<file path="src/rtl/eac_adder_pipe.sv">
// Two-stage pipelined end-around-carry (one's-complement) adder.
// S1 forms per-group sum / sum+1 / generate / propagate; S2 resolves the end-around carry.
module eac_adder_pipe #(
  parameter int WIDTH         = 48,
  parameter int CLA_GRP_WIDTH = 12,
  parameter int TAG_W         = 4
) (
  input  logic               clk,
  input  logic               rst_n,
  input  logic               in_valid,
  output logic               in_ready,
  input  logic [WIDTH-1:0]   a,
  input  logic [WIDTH-1:0]   b,
  input  logic [TAG_W-1:0]   in_tag,
  output logic               out_valid,
  input  logic               out_ready,
  output logic [WIDTH-1:0]   sum,
  output logic               zero,
  output logic               neg,
  output logic [TAG_W-1:0]   out_tag
);

  localparam int GW   = CLA_GRP_WIDTH;
  localparam int NGRP = WIDTH / CLA_GRP_WIDTH;

  // Handshake: a transfer happens on a rising edge where valid and ready are both
  // high; valid never depends on ready, and in_ready depends only on stage
  // occupancy and out_ready (never on in_valid).
  logic                      w_s2_adv;
  logic                      w_s1_adv;

  logic [NGRP-1:0][GW-1:0]   w_s;
  logic [NGRP-1:0][GW-1:0]   w_sp1;
  logic [NGRP-1:0]           w_gg;
  logic [NGRP-1:0]           w_gp;

  logic                      r_s1_valid;
  logic [NGRP-1:0][GW-1:0]   r_s;
  logic [NGRP-1:0][GW-1:0]   r_sp1;
  logic [NGRP-1:0]           r_gg;
  logic [NGRP-1:0]           r_gp;
  logic [TAG_W-1:0]          r_s1_tag;

  logic                      w_c;
  logic [WIDTH-1:0]          w_sum;
  logic                      w_zero;

  logic                      r_out_valid;
  logic [WIDTH-1:0]          r_sum;
  logic                      r_zero;
  logic                      r_neg;
  logic [TAG_W-1:0]          r_out_tag;

  assign w_s2_adv = !r_out_valid || out_ready;
  assign w_s1_adv = !r_s1_valid || w_s2_adv;
  assign in_ready = w_s1_adv;

  // Stage 1: both candidate sums per group, plus group generate/propagate.
  for (genvar k = 0; k < NGRP; k++) begin : g_s1
    logic [GW:0] w_add0;
    logic [GW:0] w_add1;
    assign w_add0   = {1'b0, a[k*GW +: GW]} + {1'b0, b[k*GW +: GW]};
    assign w_add1   = w_add0 + {{GW{1'b0}}, 1'b1};
    assign w_s[k]   = w_add0[GW-1:0];
    assign w_sp1[k] = w_add1[GW-1:0];
    assign w_gg[k]  = w_add0[GW];
    assign w_gp[k]  = &(a[k*GW +: GW] ^ b[k*GW +: GW]);
  end

  always_ff @(posedge clk) begin
    if (!rst_n) begin
      r_s1_valid <= 1'b0;
    end else if (w_s1_adv) begin
      r_s1_valid <= in_valid;
    end
  end

  always_ff @(posedge clk) begin
    if (w_s1_adv && in_valid) begin
      r_s      <= w_s;
      r_sp1    <= w_sp1;
      r_gg     <= w_gg;
      r_gp     <= w_gp;
      r_s1_tag <= in_tag;
    end
  end

  // Stage 2: the word carry-out with carry-in 0 becomes the carry-in of group 0,
  // then the same (GG, GP) prefix selects each group's result.
  always_comb begin
    w_c   = 1'b0;
    w_sum = '0;
    for (int k = 0; k < NGRP; k++) begin
      w_c = r_gg[k] | (r_gp[k] & w_c);
    end
    for (int k = 0; k < NGRP; k++) begin
      w_sum[k*GW +: GW] = w_c ? r_sp1[k] : r_s[k];
      w_c = r_gg[k] | (r_gp[k] & w_c);
    end
  end

  // Negative zero (all ones) is reported as zero but left un-normalised.
  assign w_zero = (&w_sum) | (~|w_sum);

  always_ff @(posedge clk) begin
    if (!rst_n) begin
      r_out_valid <= 1'b0;
      r_sum       <= '0;
      r_zero      <= 1'b0;
      r_neg       <= 1'b0;
      r_out_tag   <= '0;
    end else if (w_s2_adv) begin
      r_out_valid <= r_s1_valid;
      if (r_s1_valid) begin
        r_sum     <= w_sum;
        r_zero    <= w_zero;
        r_neg     <= w_sum[WIDTH-1];
        r_out_tag <= r_s1_tag;
      end
    end
  end

  assign out_valid = r_out_valid;
  assign sum       = r_sum;
  assign zero      = r_zero;
  assign neg       = r_neg;
  assign out_tag   = r_out_tag;

endmodule

</file>
<file path="config.mk">
export PLATFORM = sky130hd
export DESIGN_NAME = eac_adder_pipe
export DESIGN_NICKNAME = d
export VERILOG_FILES = /design/src/rtl/eac_adder_pipe.sv
export SDC_FILE = /design/constraint.sdc
export NUM_CORES = 1
export LEC_CHECK = 0
export CORE_MARGIN = 4
export CORE_UTILIZATION = 58
export DETAILED_ROUTE_END_ITERATION = 8
export PLACE_DENSITY = 0.83
export SLEW_MARGIN = 10
export SYNTH_ARGS = -nofsm -noshare
export SYNTH_HDL_FRONTEND = slang
export SYNTH_SLANG_ARGS = --single-unit
</file>
<file path="constraint.sdc">
create_clock -name clk -period 7 [get_ports clk]
set_clock_uncertainty 0.05 [all_clocks]
set_input_delay 0.7 -clock clk [delete_from_list [all_inputs] [get_ports clk]]
set_output_delay 0.7 -clock clk [all_outputs]
set_load 0.02 [all_outputs]
</file>
==> results.yml, run 1 <==
grt:
  grt_use_total_pct: 21.83
  antenna_found_initial: 0
  grt_start_max_net_pins: 103
  grt_overflow_total: 0
  grt_pass1_wl_um: 31970
  grt_pass1_vias: 6874
synthesis:
  synth_common_cells: "edfxtp_1 (108), nand2_1 (69), dfxtp_1 (55)"
  synth.most_common_cell: "edfxtp_1"
  yosysUniqueCellTypes: 61
  synth_top_cells_by_area: "edfxtp_1 (35%), dfxtp_1 (12%), ha_1 (7.0%), mux2i_1 (5.8%), o211a_1 (5.2%)"
  synth-edff-count: 108
  synthArstFlopShare_pct: 0
  yosys.area.top_type: "edfxtp_1"
  ys.warnings.count: 0
  ys_ff_latch: 163
  synth_top_cell_area_share_pct: 35.07
  syn_inst: 843
  syn_nets: 1003
  syn_avg_cell_area_um2: 10.97
  syn_area_um2: 9246
  synth_top_flop_cell: "edfxtp_1"
  yosysSeqAreaShare_pct: 46.98
sta:
  fmax_mhz: 290.2
  worst_pin_slew_ns: 1.026
  hold_violations: 0
  period_needed_ns: 3.446
  tns_ns: 0
  worst_slew_margin_rel_pct: 31.58
  finalMaxSlewViolations: 0
  fin_crit_sh_pct: 49.23
  layout_setup_ws_ns: 3.554
  rsz0062_at_grt: "false"
  setup_viol: 0
detailed_routing:
  vias: 7170
  dr.pass1.iters: 5
  dr.first_iter.drc_count: 424
  avgViaCountPerCell: 5.892
  totalWireLength_um: 19710
  drc: 0
  ant_nets: 0
  wl_per_cell_um: 16.20
worst_setup_path:
  start_kind: "input port"
  arrival_ns: 3.56
  critPathMaxFanout: 4
  crit_path_end_kind: "register"
  rr_worst_depth: 7
  path_class: "in -> reg"
  crit_required_ns: 7.12
die:
  die_height_um: 134.3
  core-area_um2: 15430
  num_io_pins: 160
  initial_utilization_pct: 59.94
  placementRows: 45
  die_w_um: 134.3
  dieArea_um2: 18030
cells_and_area:
  fin_cells: 1217
  drive_gt1_share_pct: 4.573
  syn_to_final_growth_pct: 25.48
  nNetsFinal: 1153
  num_antenna_cells: 0
  postLayoutCellArea_um2: 11600
placed_design:
  portBuffers: 159
  place_congestion: 0.9221
  dp_slack_ns: 3.120
  hpwl_um: 14860
  place_inst: 1185
  postPlaceCellArea_um2: 10990
clocking:
  cts_tree: "built"
  ctsResizeCount: 0
  htree_levels: 4
  cts_made_buffers: 17
  root_buffer: "clkbuf_16"
  clock_path_buffers: 2
  numClockSinks: 163
  clkSlewWorstSetupHoldPaths_ns: 0.06
  hold_buffers: 0
  insertion_delay_ns: 0.43
  postCtsSetupBuffers: 0
min_path:
  hold_path.class: "reg -> reg"
  min_path_cells: 1
run_status:
  status: "finished, final reports clean"
power_and_ir_drop:
  power.density_nw_per_um2: 245.1
  p_leak_nw: 4.807
  peakVddDrop_v: 0.0002241
run:
  cap_violations: 0
## cell families (layout without fill, tap and decap cells)
logic type	Yosys count	in the layout	share of synthesized area, %
xor gates and xnor gates	69	69	6.536
muxes	54	54	5.846
buffers and inverters	61	224	2.760
DFF	163	163	46.98
adders and majority gates	56	56	7.903
and+or+nand+nor	269	269	15.49
AOI/OAI and AO/OA	171	171	14.48
## state kept, by name, summed over array words and instances, names as in the netlist
register    flops
r_s            48
r_sp1          48
sum            48
out_tag         4
r_gg            4
r_gp            4
r_s1_tag        4
out_valid       1
r_s1_valid      1
zero            1
## cell type report
| class | instances | area, um2 |
|---|---|---|
| clock buffers | 18 | 439.2 |
| clock inverters | 14 | 176.4 |
| fillers | 1093 | 3825 |
| inverters | 31 | 116.4 |
| multi-input cells | 619 | 4661 |
| flip-flops and latches | 163 | 4344 |
| well taps | 211 | 264.0 |
| repair buffers | 161 | 1602 |
## critical path: stages
cell and delay [ns]:
clkdlybuf4s50_1 0.40, ha_1 0.22, fa_1 0.40, a211o_1 0.35, o21ai_0 0.15, o221ai_1 0.28
xnor2_1 0.24, nor4_1 0.49, nand3_1 0.16, xnor2_1 0.16
## path summary, 6_finish.rpt
path / startpoint / to / slack (ns)
worst max-delay path: a[36] / r_sp1[47]$_DFFE_PP_ / 3.55
worst min-delay path: sum[28]$_SDFFE_PN0P_ / sum[28]$_SDFFE_PN0P_ / 0.45
worst max register to register: r_gp[3]$_DFFE_PP_ / zero$_SDFFE_PN0P_ / 4.23
worst min register to register: sum[28]$_SDFFE_PN0P_ / sum[28]$_SDFFE_PN0P_ / 0.45
## cells in the final DEF (no fill, tap or decap), types with 5 or more instances in the layout
master           instances
dfxtp_1                 55
o211a_1                 48
a21o_1                  15
a31oi_1                  5
nor3_1                  23
nor2_1                  23
clkdlybuf4s50_1        158
nor4_1                  32
nor2b_1                 10
edfxtp_1               108
nand4_1                 41
nand3_1                 27
ha_1                    52
a21oi_1                 32
xnor2_1                 47
clkbuf_16               17
o21ai_0                 14
o21bai_1                10
mux2i_1                 54
and3_1                  11
and2_1                   6
xor2_1                  22
inv_1                   31
inv_6                    5
nor3b_1                  5
nand2_1                 69
## power by group
group          total [mW]  internal [mW]  switching [mW]
Clock               0.956          0.575           0.380
Sequential           1.26           1.18          0.0825
Combinational       0.628          0.295           0.334
Total                2.84           2.05           0.796
## through the flow
stage	total power [mW]	utilization [%]	hold WS, ns
final	2.843	75.21	0.4460
after global routing	2.971	75.21	0.4603
after CTS	2.856	75.21	0.4490
after detailed placement	1.903	71.22	0.4346
after global placement	1.884	71.22	0.4296
after floorplan	1.687	-	0.4268
## metal layers
metal | vias up | global-route usage [%] | wire length [um]
li1 | 3558 | - | -
met1 | 3392 | 26.34 | 8412
met2 | 180 | 38.63 | 9989
met3 | 40 | 4.576 | 870
met4 | 0 | 7.805 | 440
met5 | - | 0 | 0
(Power assumes the default switching activity.)
==> run 2: changes to the inputs <==
CORE_UTILIZATION = 49   (was 58)
PLACE_DENSITY = 0.75   (was 0.83)
clock period = 2.82 ns   (was 7 ns; I/O delays follow)
==> run 2 against run 1 <==
Effect of this change: sequential share of layout area decreased by 2.4 points; routed wire length rose by 2.7%; critical path depth is the same; register-to-register slack worse by 3.7 ns; first-iteration DRC count shrank 16%; cell count grew 9.3%; largest power group unchanged.
==> results.yml, run 2 (same netlist as run 1, synthesis figures left out) <==
run_status:
  status: "finished, final reports clean"
clocking:
  hold_buffers: 0
  clock_path_buffers: 2
  htree_levels: 4
  cts_made_buffers: 17
  root_buffer: "clkbuf_16"
  insertion_delay_ns: 0.41
  cts_tree: "built"
  numClockSinks: 163
  clkSlewWorstSetupHoldPaths_ns: 0.06
power_and_ir_drop:
  peakVddDrop_v: 0.0003029
  post-layout-total-power_mw: 7.234
  p_leak_nw: 5.269
  power.density_nw_per_um2: 584.3
worst_setup_path:
  crit_path_end_kind: "register"
  timing.critical_path.buf_inv: 1
  start_kind: "input port"
  path_cells: "clkdlybuf4s50_1 > ha_1 > fa_1 > a211o_1 > a2111o_1 > o311ai_1 > nand4_1 > nor4_2 > nand3_1 > xnor2_1"
  cpPeakStageDelay_ns: 0.40
  path_delay_family: "compound AO/OA/AOI/OAI gates"
  arrival_ns: 2.85
  critPathSlowestCell: "clkdlybuf4s50_1"
  crit_required_ns: 2.93
  critPathMaxFanout: 3
  path_class: "in -> reg"
die:
  core-area_um2: 18270
  num_io_pins: 160
  die_height_um: 145.4
  dieArea_um2: 21130
  initial_utilization_pct: 50.61
  die_w_um: 145.4
  placementRows: 49
min_path:
  hold_path.class: "in -> reg"
cells_and_area:
  num-fill-cells: 1406
  nNetsFinal: 1248
  drive_gt1_share_pct: 12.90
  multi_input_comb_area_um2: 4687
  regArea_um2: 4344
  fin_util_pct: 67.76
  syn_to_final_growth_pct: 33.90
  mostFrequentLayoutCells: "clkdlybuf4s50_1 (158), edfxtp_1 (108), buf_4 (94)"
  num_antenna_cells: 0
  final_common_cell: "clkdlybuf4s50_1"
grt:
  antenna_found_initial: 0
  grt_overflow_total: 0
  grt_pass1_wl_um: 32900
  grt_pass1_vias: 7148
  grt_use_total_pct: 18.61
  grt_start_max_net_pins: 53
detailed_routing:
  totalWireLength_um: 20240
  avgViaCountPerCell: 5.574
  dr.pass1.iters: 5
  wl_per_cell_um: 15.22
  drc: 0
  ant_nets: 0
  vias: 7414
  dr.first_iter.drc_count: 355
sta:
  hold_violations: 0
  setup_viol: 0
  fin_crit_sh_pct: 96.95
  fmax_mhz: 365.8
  worst_pin_slew_ns: 0.8736
  rsz0062_at_grt: "true"
  worst_slew_margin_rel_pct: 41.76
  period_needed_ns: 2.734
  finalMaxSlewViolations: 0
placed_design:
  place_congestion: 0.8389
  hpwl_um: 15830
  portBuffers: 159
run:
  cap_violations: 0
run 2: final timing paths:
path,startpoint,endpoint,slack (ns),depth (start not counted)
worst max register to register,r_gp[1]$_DFFE_PP_,zero$_SDFFE_PN0P_,0.50,7
worst min register to register,sum[22]$_SDFFE_PN0P_,sum[22]$_SDFFE_PN0P_,0.44,1
worst max-delay path,a[36],r_sp1[47]$_DFFE_PP_,0.09,10
worst min-delay path,in_tag[2],r_s1_tag[2]$_DFFE_PP_,0.37,1
run 2: report_power, final:
group          switching (mW)  internal, mW
Sequential              0.205          2.92
Clock                   0.893          1.39
Combinational           0.875         0.950
run 2: timing repair:
item                                    CTS  global route
resized for setup                         0             4
endpoints found under the setup margin    0             4
buffers inserted                          0             0
run 2: final cells by class:
class	count	share of cell area, %
well taps	229	2.314
inverters	31	0.9399
repair buffers	256	19.00
clock buffers	19	3.497
clock inverters	13	1.304
multi-input cells	619	37.86
flip-flops and latches	163	35.09
run 2: stage by stage:
step / setup slack, ns / instances / instance area (um2) / setup TNS, ns / hold slack (ns)
2_1_floorplan: 0.07279 / 843 / 9248 / 0 / 0.3309
3_3_place_gp: -0.3800 / 1298 / 11760 / -2.288 / 0.4292
3_5_place_dp: -0.4315 / 1298 / 11760 / -3.219 / 0.4346
4_1_cts: 0.006416 / 1330 / 12350 / 0 / 0.3522
5_1_grt: -0.01754 / 1330 / 12380 / -0.01754 / 0.3567
6_report: 0.08599 / 1330 / 12380 / 0 / 0.3739
run 2: layer usage:
layer  wire length (um)  vias to the layer above  GRT usage (%)  share of wire, %
met5                  0                        -              0                 0
met4                274                        0          5.271               1.4
met3                766                       26          3.395               3.8
met2              10070                      162          33.40                50
met1               9126                     3477          23.01                45
li1                   -                     3749              -                 -
